File: config.mk
export PLATFORM = sky130hd
export DESIGN_NAME = alu_issue_ctrl_flat
export DESIGN_NICKNAME = d
export VERILOG_FILES = /design/src/rtl/alu_pkg.sv /design/src/rtl/alu_issue_ctrl_if.sv /design/src/rtl/alu_issue_decode.sv /design/src/rtl/alu_issue_ctrl.sv /design/src/flat_wrapper.sv
export SDC_FILE = /design/constraint.sdc
export NUM_CORES = 1
export LEC_CHECK = 0
export CORE_AREA = 2 2 185 187
export CTS_BUF_LIST = sky130_fd_sc_hd__clkbuf_8
export DETAILED_ROUTE_END_ITERATION = 10
export DIE_AREA = 0 0 187 189
export REMOVE_ABC_BUFFERS = 1
export SKIP_LAST_GASP = 1
export SLEW_MARGIN = 25
export SYNTH_ARGS = -nofsm -noshare
export SYNTH_HDL_FRONTEND = slang
export SYNTH_HIERARCHICAL = 1
export SYNTH_SLANG_ARGS = --single-unit
File: constraint.sdc
create_clock -name clk -period 1.85 [get_ports clk]
set_input_delay 0.185 -clock clk [delete_from_list [all_inputs] [get_ports clk]]
set_output_delay 0.185 -clock clk [all_outputs]
set_load 0.01 [all_outputs]
File: src/rtl/alu_pkg.sv
// Shared constants and types for the ALU issue controller: ALUOP encodings,
// opcode values, FSM states and the decoded-instruction record.
package alu_pkg;

   localparam int BW  = 64;
   localparam int OPW = 3;

   localparam logic [OPW-1:0] ALU_ADD = 3'b000;
   localparam logic [OPW-1:0] ALU_SUB = 3'b001;
   localparam logic [OPW-1:0] ALU_AND = 3'b010;
   localparam logic [OPW-1:0] ALU_OR  = 3'b011;
   localparam logic [OPW-1:0] ALU_XOR = 3'b100;
   localparam logic [OPW-1:0] ALU_SLL = 3'b101;
   localparam logic [OPW-1:0] ALU_SRL = 3'b110;

   localparam logic [6:0] OP_R  = 7'b0110011;
   localparam logic [6:0] OP_I  = 7'b0010011;
   localparam logic [6:0] OP_BR = 7'b1100011;

   typedef enum logic [1:0] {IDLE, EXEC, RESP} state_t;

   typedef enum logic [1:0] {BR_EQ, BR_NE, BR_LTU, BR_GEU} br_kind_t;

   typedef struct packed {
      logic [OPW-1:0] op;
      logic [BW-1:0]  a;
      logic [BW-1:0]  b;
      logic           is_br;
      br_kind_t       br_kind;
      logic           illegal;
   } dec_t;

   // Shift amount is confined to 0..63 regardless of the source value.
   function automatic logic [BW-1:0] shamt(input logic [BW-1:0] src);
      return {{(BW-6){1'b0}}, src[5:0]};
   endfunction

endpackage

File: src/rtl/alu_issue_ctrl_if.sv
// Instruction-in, ALU and response bundle of the ALU issue controller.
// slave = the controller's view, master = the surrounding execute stage.
interface alu_issue_ctrl_if;
   import alu_pkg::*;

   logic           in_valid;
   logic           in_ready;
   logic [6:0]     opcode;
   logic [2:0]     funct3;
   logic           funct7_b5;
   logic [BW-1:0]  rs1_val;
   logic [BW-1:0]  rs2_val;
   logic [BW-1:0]  imm;
   logic [BW-1:0]  alu_a;
   logic [BW-1:0]  alu_b;
   logic [OPW-1:0] alu_op;
   logic [BW-1:0]  alu_res;
   logic           alu_zf;
   logic           alu_cf;
   logic           out_valid;
   logic           out_ready;
   logic [BW-1:0]  out_res;
   logic           out_zf;
   logic           out_cf;
   logic           out_taken;
   logic           out_illegal;

   modport slave (
      input  in_valid, opcode, funct3, funct7_b5, rs1_val, rs2_val, imm,
      input  alu_res, alu_zf, alu_cf, out_ready,
      output in_ready, alu_a, alu_b, alu_op,
      output out_valid, out_res, out_zf, out_cf, out_taken, out_illegal
   );

   modport master (
      output in_valid, opcode, funct3, funct7_b5, rs1_val, rs2_val, imm,
      output alu_res, alu_zf, alu_cf, out_ready,
      input  in_ready, alu_a, alu_b, alu_op,
      input  out_valid, out_res, out_zf, out_cf, out_taken, out_illegal
   );

endinterface

File: src/rtl/alu_issue_decode.sv
// Combinational decode of R/I/branch fields into ALUOP, operands and branch kind.
// Build option ALU_ISSUE_BLTU_EN adds the unsigned branches BLTU/BGEU.
module alu_issue_decode
   import alu_pkg::*;
(
   input  logic [6:0]    opcode,
   input  logic [2:0]    funct3,
   input  logic          funct7_b5,
   input  logic [BW-1:0] rs1_val,
   input  logic [BW-1:0] rs2_val,
   input  logic [BW-1:0] imm,
   output dec_t          dec
);

   logic [BW-1:0] src2;

   always_comb begin
      src2        = (opcode == OP_R) ? rs2_val : imm;
      dec.op      = ALU_ADD;
      dec.a       = rs1_val;
      dec.b       = src2;
      dec.is_br   = 1'b0;
      dec.br_kind = BR_EQ;
      dec.illegal = 1'b0;
      case (opcode)
         OP_R, OP_I: begin
            case (funct3)
               3'b000: dec.op = (opcode == OP_R && funct7_b5) ? ALU_SUB : ALU_ADD;
               3'b111: dec.op = ALU_AND;
               3'b110: dec.op = ALU_OR;
               3'b100: dec.op = ALU_XOR;
               3'b001: begin
                  dec.op = ALU_SLL;
                  dec.b  = shamt(src2);
               end
               3'b101: begin
                  dec.op      = ALU_SRL;
                  dec.b       = shamt(src2);
                  dec.illegal = funct7_b5;
               end
               default: dec.illegal = 1'b1;
            endcase
         end
         OP_BR: begin
            dec.op    = ALU_SUB;
            dec.b     = rs2_val;
            dec.is_br = 1'b1;
            case (funct3)
               3'b000: dec.br_kind = BR_EQ;
               3'b001: dec.br_kind = BR_NE;
`ifdef ALU_ISSUE_BLTU_EN
               3'b110: dec.br_kind = BR_LTU;
               3'b111: dec.br_kind = BR_GEU;
`endif
               default: dec.illegal = 1'b1;
            endcase
         end
         default: dec.illegal = 1'b1;
      endcase
      // Unsupported encodings still issue a harmless 0+0 so the ALU never sees junk.
      if (dec.illegal) begin
         dec.op      = ALU_ADD;
         dec.a       = '0;
         dec.b       = '0;
         dec.is_br   = 1'b0;
         dec.br_kind = BR_EQ;
      end
   end

endmodule

File: src/rtl/alu_issue_ctrl.sv
// Issues decoded ops to the external ALU, captures result/flags one cycle later
// and returns them over a valid/ready handshake. Option: ALU_ISSUE_BLTU_EN.
module alu_issue_ctrl
   import alu_pkg::*;
(
   input  logic             clk,
   input  logic             rst,
   alu_issue_ctrl_if.slave  bus
);

   state_t         state_reg, state_next;
   dec_t           dec;
   logic [BW-1:0]  alu_a_reg, alu_b_reg, out_res_reg;
   logic [OPW-1:0] alu_op_reg;
   logic           is_br_reg, illegal_reg;
   br_kind_t       br_kind_reg;
   logic           out_zf_reg, out_cf_reg, out_taken_reg, out_illegal_reg;
   logic           in_ready_next, out_valid_next, taken_next, accept;

   alu_issue_decode u_decode (
      .opcode    (bus.opcode),
      .funct3    (bus.funct3),
      .funct7_b5 (bus.funct7_b5),
      .rs1_val   (bus.rs1_val),
      .rs2_val   (bus.rs2_val),
      .imm       (bus.imm),
      .dec       (dec)
   );

   always_comb begin
      state_next     = state_reg;
      in_ready_next  = 1'b0;
      out_valid_next = 1'b0;
      case (state_reg)
         IDLE: begin
            in_ready_next = 1'b1;
            if (bus.in_valid) state_next = EXEC;
         end
         EXEC: state_next = RESP;
         RESP: begin
            out_valid_next = 1'b1;
            if (bus.out_ready) state_next = IDLE;
         end
         default: state_next = IDLE;
      endcase
   end

   assign accept = (state_reg == IDLE) && bus.in_valid;

   always_comb begin
      taken_next = 1'b0;
      if (is_br_reg && !illegal_reg) begin
         case (br_kind_reg)
            BR_EQ:  taken_next = bus.alu_zf;
            BR_NE:  taken_next = ~bus.alu_zf;
            BR_LTU: taken_next = bus.alu_cf;
            BR_GEU: taken_next = ~bus.alu_cf;
            default: taken_next = 1'b0;
         endcase
      end
   end

   always_ff @(posedge clk) begin
      if (rst) begin
         state_reg       <= IDLE;
         alu_a_reg       <= '0;
         alu_b_reg       <= '0;
         alu_op_reg      <= ALU_ADD;
         is_br_reg       <= 1'b0;
         br_kind_reg     <= BR_EQ;
         illegal_reg     <= 1'b0;
         out_res_reg     <= '0;
         out_zf_reg      <= 1'b0;
         out_cf_reg      <= 1'b0;
         out_taken_reg   <= 1'b0;
         out_illegal_reg <= 1'b0;
      end else begin
         state_reg <= state_next;
         if (accept) begin
            alu_a_reg   <= dec.a;
            alu_b_reg   <= dec.b;
            alu_op_reg  <= dec.op;
            is_br_reg   <= dec.is_br;
            br_kind_reg <= dec.br_kind;
            illegal_reg <= dec.illegal;
         end
         // Illegal ops report all-zero result and flags, not what 0+0 produced.
         if (state_reg == EXEC) begin
            out_res_reg     <= illegal_reg ? '0 : bus.alu_res;
            out_zf_reg      <= illegal_reg ? 1'b0 : bus.alu_zf;
            out_cf_reg      <= illegal_reg ? 1'b0 : bus.alu_cf;
            out_taken_reg   <= taken_next;
            out_illegal_reg <= illegal_reg;
         end
      end
   end

   assign bus.in_ready    = in_ready_next;
   assign bus.out_valid   = out_valid_next;
   assign bus.alu_a       = alu_a_reg;
   assign bus.alu_b       = alu_b_reg;
   assign bus.alu_op      = alu_op_reg;
   assign bus.out_res     = out_res_reg;
   assign bus.out_zf      = out_zf_reg;
   assign bus.out_cf      = out_cf_reg;
   assign bus.out_taken   = out_taken_reg;
   assign bus.out_illegal = out_illegal_reg;

endmodule

File: src/flat_wrapper.sv
// flat-port wrapper written by rule: the top's interface ports become plain ports
module alu_issue_ctrl_flat import alu_pkg::*;
  (clk, rst, bus_in_valid, bus_opcode, bus_funct3, bus_funct7_b5, bus_rs1_val, bus_rs2_val, bus_imm, bus_alu_res, bus_alu_zf, bus_alu_cf, bus_out_ready, bus_in_ready, bus_alu_a, bus_alu_b, bus_alu_op, bus_out_valid, bus_out_res, bus_out_zf, bus_out_cf, bus_out_taken, bus_out_illegal);
  alu_issue_ctrl_if bus_i ();
  input  logic clk;
  input  logic rst;
  input wire logic [$bits(bus_i.in_valid)-1:0] bus_in_valid;
  input wire logic [$bits(bus_i.opcode)-1:0] bus_opcode;
  input wire logic [$bits(bus_i.funct3)-1:0] bus_funct3;
  input wire logic [$bits(bus_i.funct7_b5)-1:0] bus_funct7_b5;
  input wire logic [$bits(bus_i.rs1_val)-1:0] bus_rs1_val;
  input wire logic [$bits(bus_i.rs2_val)-1:0] bus_rs2_val;
  input wire logic [$bits(bus_i.imm)-1:0] bus_imm;
  input wire logic [$bits(bus_i.alu_res)-1:0] bus_alu_res;
  input wire logic [$bits(bus_i.alu_zf)-1:0] bus_alu_zf;
  input wire logic [$bits(bus_i.alu_cf)-1:0] bus_alu_cf;
  input wire logic [$bits(bus_i.out_ready)-1:0] bus_out_ready;
  output wire logic [$bits(bus_i.in_ready)-1:0] bus_in_ready;
  output wire logic [$bits(bus_i.alu_a)-1:0] bus_alu_a;
  output wire logic [$bits(bus_i.alu_b)-1:0] bus_alu_b;
  output wire logic [$bits(bus_i.alu_op)-1:0] bus_alu_op;
  output wire logic [$bits(bus_i.out_valid)-1:0] bus_out_valid;
  output wire logic [$bits(bus_i.out_res)-1:0] bus_out_res;
  output wire logic [$bits(bus_i.out_zf)-1:0] bus_out_zf;
  output wire logic [$bits(bus_i.out_cf)-1:0] bus_out_cf;
  output wire logic [$bits(bus_i.out_taken)-1:0] bus_out_taken;
  output wire logic [$bits(bus_i.out_illegal)-1:0] bus_out_illegal;
  assign bus_i.in_valid = bus_in_valid;
  assign bus_i.opcode = bus_opcode;
  assign bus_i.funct3 = bus_funct3;
  assign bus_i.funct7_b5 = bus_funct7_b5;
  assign bus_i.rs1_val = bus_rs1_val;
  assign bus_i.rs2_val = bus_rs2_val;
  assign bus_i.imm = bus_imm;
  assign bus_i.alu_res = bus_alu_res;
  assign bus_i.alu_zf = bus_alu_zf;
  assign bus_i.alu_cf = bus_alu_cf;
  assign bus_i.out_ready = bus_out_ready;
  assign bus_in_ready = bus_i.in_ready;
  assign bus_alu_a = bus_i.alu_a;
  assign bus_alu_b = bus_i.alu_b;
  assign bus_alu_op = bus_i.alu_op;
  assign bus_out_valid = bus_i.out_valid;
  assign bus_out_res = bus_i.out_res;
  assign bus_out_zf = bus_i.out_zf;
  assign bus_out_cf = bus_i.out_cf;
  assign bus_out_taken = bus_i.out_taken;
  assign bus_out_illegal = bus_i.out_illegal;
  alu_issue_ctrl u_core (.clk(clk), .rst(rst), .bus(bus_i));
endmodule
---- Yosys cells after proc, flatten, opt, wreduce, memory -nomap -nowiden ----
Index checks and enable logic that the tools add are counted.
cells by class
  bitwise operators ....................... 2
  eq/ne operators ......................... 15
  muxes and demuxes ....................... 22
  reduce and logical (&&, ||, !) cells .... 12
operators with widths
  operator              count
  $mux W64              3
  $mux W134             1
  $pmux W64 S2          1
  $pmux W3 S6           1
  $eq A3 B3 Y1 const B  4
  $mux W1               8
  $eq A7 B5 Y1 const B  1
  $eq A7 B6 Y1 const B  1
  $eq A7 B7 Y1 const B  1
  $eq A2 B2 Y1 const B  3
  $pmux W2 S3           1
  $pmux W3 S2           1
  $reduce_or A2 Y1      3
  $reduce_or A5 Y1      1
  $eq A2 B1 Y1 const B  2
  $logic_not A2 Y1      2
  $mux W2               2
  $ne A2 B2 Y1 const B  2
  $pmux W1 S2           2
  $pmux W1 S4           1
  $eq A3 B1 Y1 const B  1
  $logic_and A1 B1 Y1   3
  $logic_not A3 Y1      1
  $mux W3               1
  3 further kinds       4
storage, ports and cells
  logic and storage cells ................. 63
  input port bits ......................... 273
  register bits after elaboration ......... 205
  output and inout port bits .............. 201

---- Depth between registers and ports, before layout ----
  word-level depth ........................ 6
  mapped depth ............................ 9
  gate-level depth less buffers ........... 7

---- By module ----
The synthesis kept the hierarchy.
by module, submodules not included
  module            cells an instance  area an instance (um2)  sequential area each (um2)  instances
  alu_issue_ctrl    900                7339.5                  4103.9                      1
  alu_issue_decode  257                1606.5                  0.0                         1

---- Worst setup path after synthesis ----
OpenSTA, ideal clock, no wires.
  path kind ............................... in2reg
  from .................................... input bus_opcode[2]
  to ...................................... register u_core.alu_b_reg[63] (netlist: u_core/bus.alu_b[63])
  slack ................................... 0.364 ns
  stages on the path ...................... 9
  data arrival time ....................... 1.354 ns
  buffers on the path ..................... 3
  path through ............................ and4bb_2 > and2_1 > clkbuf_2 > buf_4 > buf_4 > a32oi_1 > nor2_1 > nand2_1 > a21oi_1
RTL lines
  item                    RTL line              RTL
  start: declaration      flat_wrapper.sv:8     input wire logic [$bits(bus_i.opcode)-1:0] bus_opcode;
  end signal: assignment  alu_issue_ctrl.sv:81  alu_b_reg <= dec.b;
  end: declaration        alu_issue_ctrl.sv:13  logic [BW-1:0] alu_a_reg, alu_b_reg, out_res_reg;

---- Worst setup path after layout ----
  from .................................... register u_core.alu_b_reg[23] (netlist: u_core/bus.alu_b[23])
  to ...................................... output bus_alu_b[23]
RTL lines
  item              RTL line            RTL
  end: declaration  flat_wrapper.sv:20  output wire logic [$bits(bus_i.alu_b)-1:0] bus_alu_b;
No word-level cell between the ends.

==> flow_summary.yaml <==
run_status:
  status: "complete, no violations"
sta:
  post-route-period-util: 0.932
  max_freq_ghz: 0.580
  max-slew-margin-rel: 0.654
  slew_violations: 0
  layout_setup_ws_ns: 0.126
  rsz0062_at_grt: "false"
  finalSetupViolations: 0
  timing.final.crit_period_ns: 1.72
  finalClockSkew_ns: 0.0261
  final_hold_viol_count: 0
  tightest_slew_ns: 0.520
pwr:
  comb_power_share: 0.140
  peakVddDrop_uv: 489
  switching_power_uw: 2660
  swShare: 0.245
  clkPwrFrac: 0.443
  p_seq_frac: 0.417
  internal_power_uw: 8200
  p_leak_uw: 0.00520
  cellPowerDensity_nw_per_um2: 708
hold_path:
  min_path_type: "in -> reg"
  worstHoldStart: "rst"
  min_path_cells: 2
  holdPathEnd: "u_core/state_reg[0]"
critical_path:
  worstSetupStartpointType: "register"
  critPathMaxStageDelay_ns: 0.58
  cp.arrival_ns: 1.54
  cp_data_required_time_ns: 1.66
  crit_chain: "clkdlybuf4s50_1"
  end_kind: "output pin"
  cpLargestDelayFamily: "buffers and inverters"
  path_buf_inv: 1
  crit_path_start: "u_core/bus.alu_b[23]"
  worstReg2RegStart: "u_core/state_reg[0]"
  reg2reg_depth: 5
  critical_path_class: "reg -> out"
  r2r-end: "u_core/bus.alu_a[53]"
  crit_path_top_delay_cell: "clkdlybuf4s50_1"
  path_max_fanout: 2
  r2r_setup_slack_ns: 0.39
cells_and_area:
  drive_gt1_frac: 0.0884
  n_antenna_cell: 0
  layout_common_cells: "clkdlybuf4s50_1, nand2_1, a21oi_1"
  layout_commonest_cell: "clkdlybuf4s50_1"
  utilization: 0.461
  synthToLayoutAreaGrowth_pct: 71.6
  n_fill_cell: 3324
  final_cell_area_um2: 15400
  nets: 1911
logic_synthesis:
  yosysSeqAreaShare: 0.459
  synthArstFlopShare: 0
  ys_dominant_reg_cell: "dfxtp_1"
  avgSynthCellArea_um2: 7.73
  syn_area_um2: 8950
  ys_ff_latch: 205
  synthCells: 1157
  ys_warn_count: 6
  synth_cell_types: 37
  synth_edf_count: 0
floorplan:
  die_area_um2: 35300
  ios: 474
  core_um2: 33300
  fp-row-count: 67
  fp.dieW_um: 187
  die_h_um: 189
  start_util: 0.269
routing:
  viasPerCell: 4.59
  antenna_left: 0
  post_drt_wl_per_cell_um: 16.5
  firstDrtPassIters: 7
  num_vias: 9700
  totalWireLength_um: 34700
  drc_errors: 0
  drtIter0Drc: 418
grt:
  antenna_found_initial: 0
  grt.busiest_layer: "met2"
  track_usage: 0.190
  use_met3: 0.0727
  grt_pass1_wl_um: 53700
  grt_pass1_vias: 9637
  grt_max_degree: 80
  grt_use_met2: 0.335
  grt_util_met1: 0.208
  overflow: 0
place:
  pre_cts_slack_ns: -0.251
  placed_area_um2: 14500
  io_buffers: 473
  gp_congestion: 0.799
  dp_hpwl_um: 25400
clocking:
  cts_sinks: 205
  htreeDepth: 2
  clk_pin_slew_ns: 0.06
  clock_path_buffers: 3
  worstSkewPairLatency_ns: 0.55
  numCtsBuffers: 40
  cts_tree: "yes"
  clockRootBuffer: "clkbuf_8"
job:
  drv_cap: 0
==> stage by stage <==
stage | TNS [ns] | hold WS [ns] | power (uW) | cells
2_1_floorplan | -880.09 | 0.254 | 5010 | 1048
3_3_place_gp | -17.25 | 0.438 | 6160 | 2044
3_5_place_dp | -23.10 | 0.443 | 6160 | 2044
4_1_cts | 0 | 0.0264 | 11100 | 2111
5_1_grt | 0 | 0.0727 | 11400 | 2111
6_report | 0 | 0.0585 | 10900 | 2111
==> metal layers <==
layer  part of all wire  wire, um
met3              0.093      3220
met1               0.39     13700
met5                  0         0
met2               0.49     16900
met4              0.029      1010
==> worst max path at each step <==
stage,to,slack (ns),cells after the start
after floorplan,u_core/br_kind_reg[0],-6.00,3
after global placement,u_core/bus.alu_b[13],-0.21,10
after detailed placement,u_core/bus.alu_b[24],-0.25,10
after CTS,bus_in_ready,0.003,2
after global routing,bus_alu_b[23],0.05,1
final,bus_alu_b[23],0.13,1
==> power by group through the flow <==
stage	Sequential [uW]	Clock, uW	Combinational, uW
global route	4540	5190	1640
detailed placement	4630	0	1530
global placement	4620	0	1530
finish	4530	4810	1520
floorplan	4670	0	343
CTS	4530	5000	1540
==> layout make-up <==
class                   instances  area [um2]  area share
well taps                     448         561      0.0365
multi-input cells             840        4320       0.281
inverters                       3        11.3    0.000733
clock buffers                  50         688      0.0448
repair buffers                548        5510       0.359
clock inverters                17         155      0.0101
flip-flops and latches        205        4110       0.267
==> timing repair <==
item	CTS	global route
setup buffers	0	0
gates resized for setup	2	1
setup endpoints to repair	2	1
hold buffers	0	0
pin swaps	0	0
==> cells in the mapped netlist (all sizes together), types with 3 or more instances <==
| cell | count | share of area |
|---|---|---|
| nand2b | 4 | 0.0028 |
| nor2b | 5 | 0.0043 |
| dfxtp | 205 | 0.46 |
| mux2i | 7 | 0.0078 |
| nor2 | 69 | 0.029 |
| nand3b | 68 | 0.057 |
| inv | 3 | 0.0013 |
| a21oi | 205 | 0.11 |
| nand2 | 339 | 0.14 |
| a32oi | 58 | 0.057 |
| buf | 67 | 0.043 |
| and2 | 65 | 0.045 |
| clkbuf | 42 | 0.018 |
==> cell families (layout without fill, tap and decap cells) <==
family	after synthesis	in the layout	share of synthesized area
AND/OR/NAND/NOR	559	559	0.290
flip-flops	205	205	0.459
XOR/XNOR	1	1	0.000979
AO/OA/AOI/OAI	272	272	0.180
other	1	1	0.000419
buffers and inverters	112	618	0.0618
multiplexers	7	7	0.00783
No activity file was read; power rests on OpenSTA's default activity.
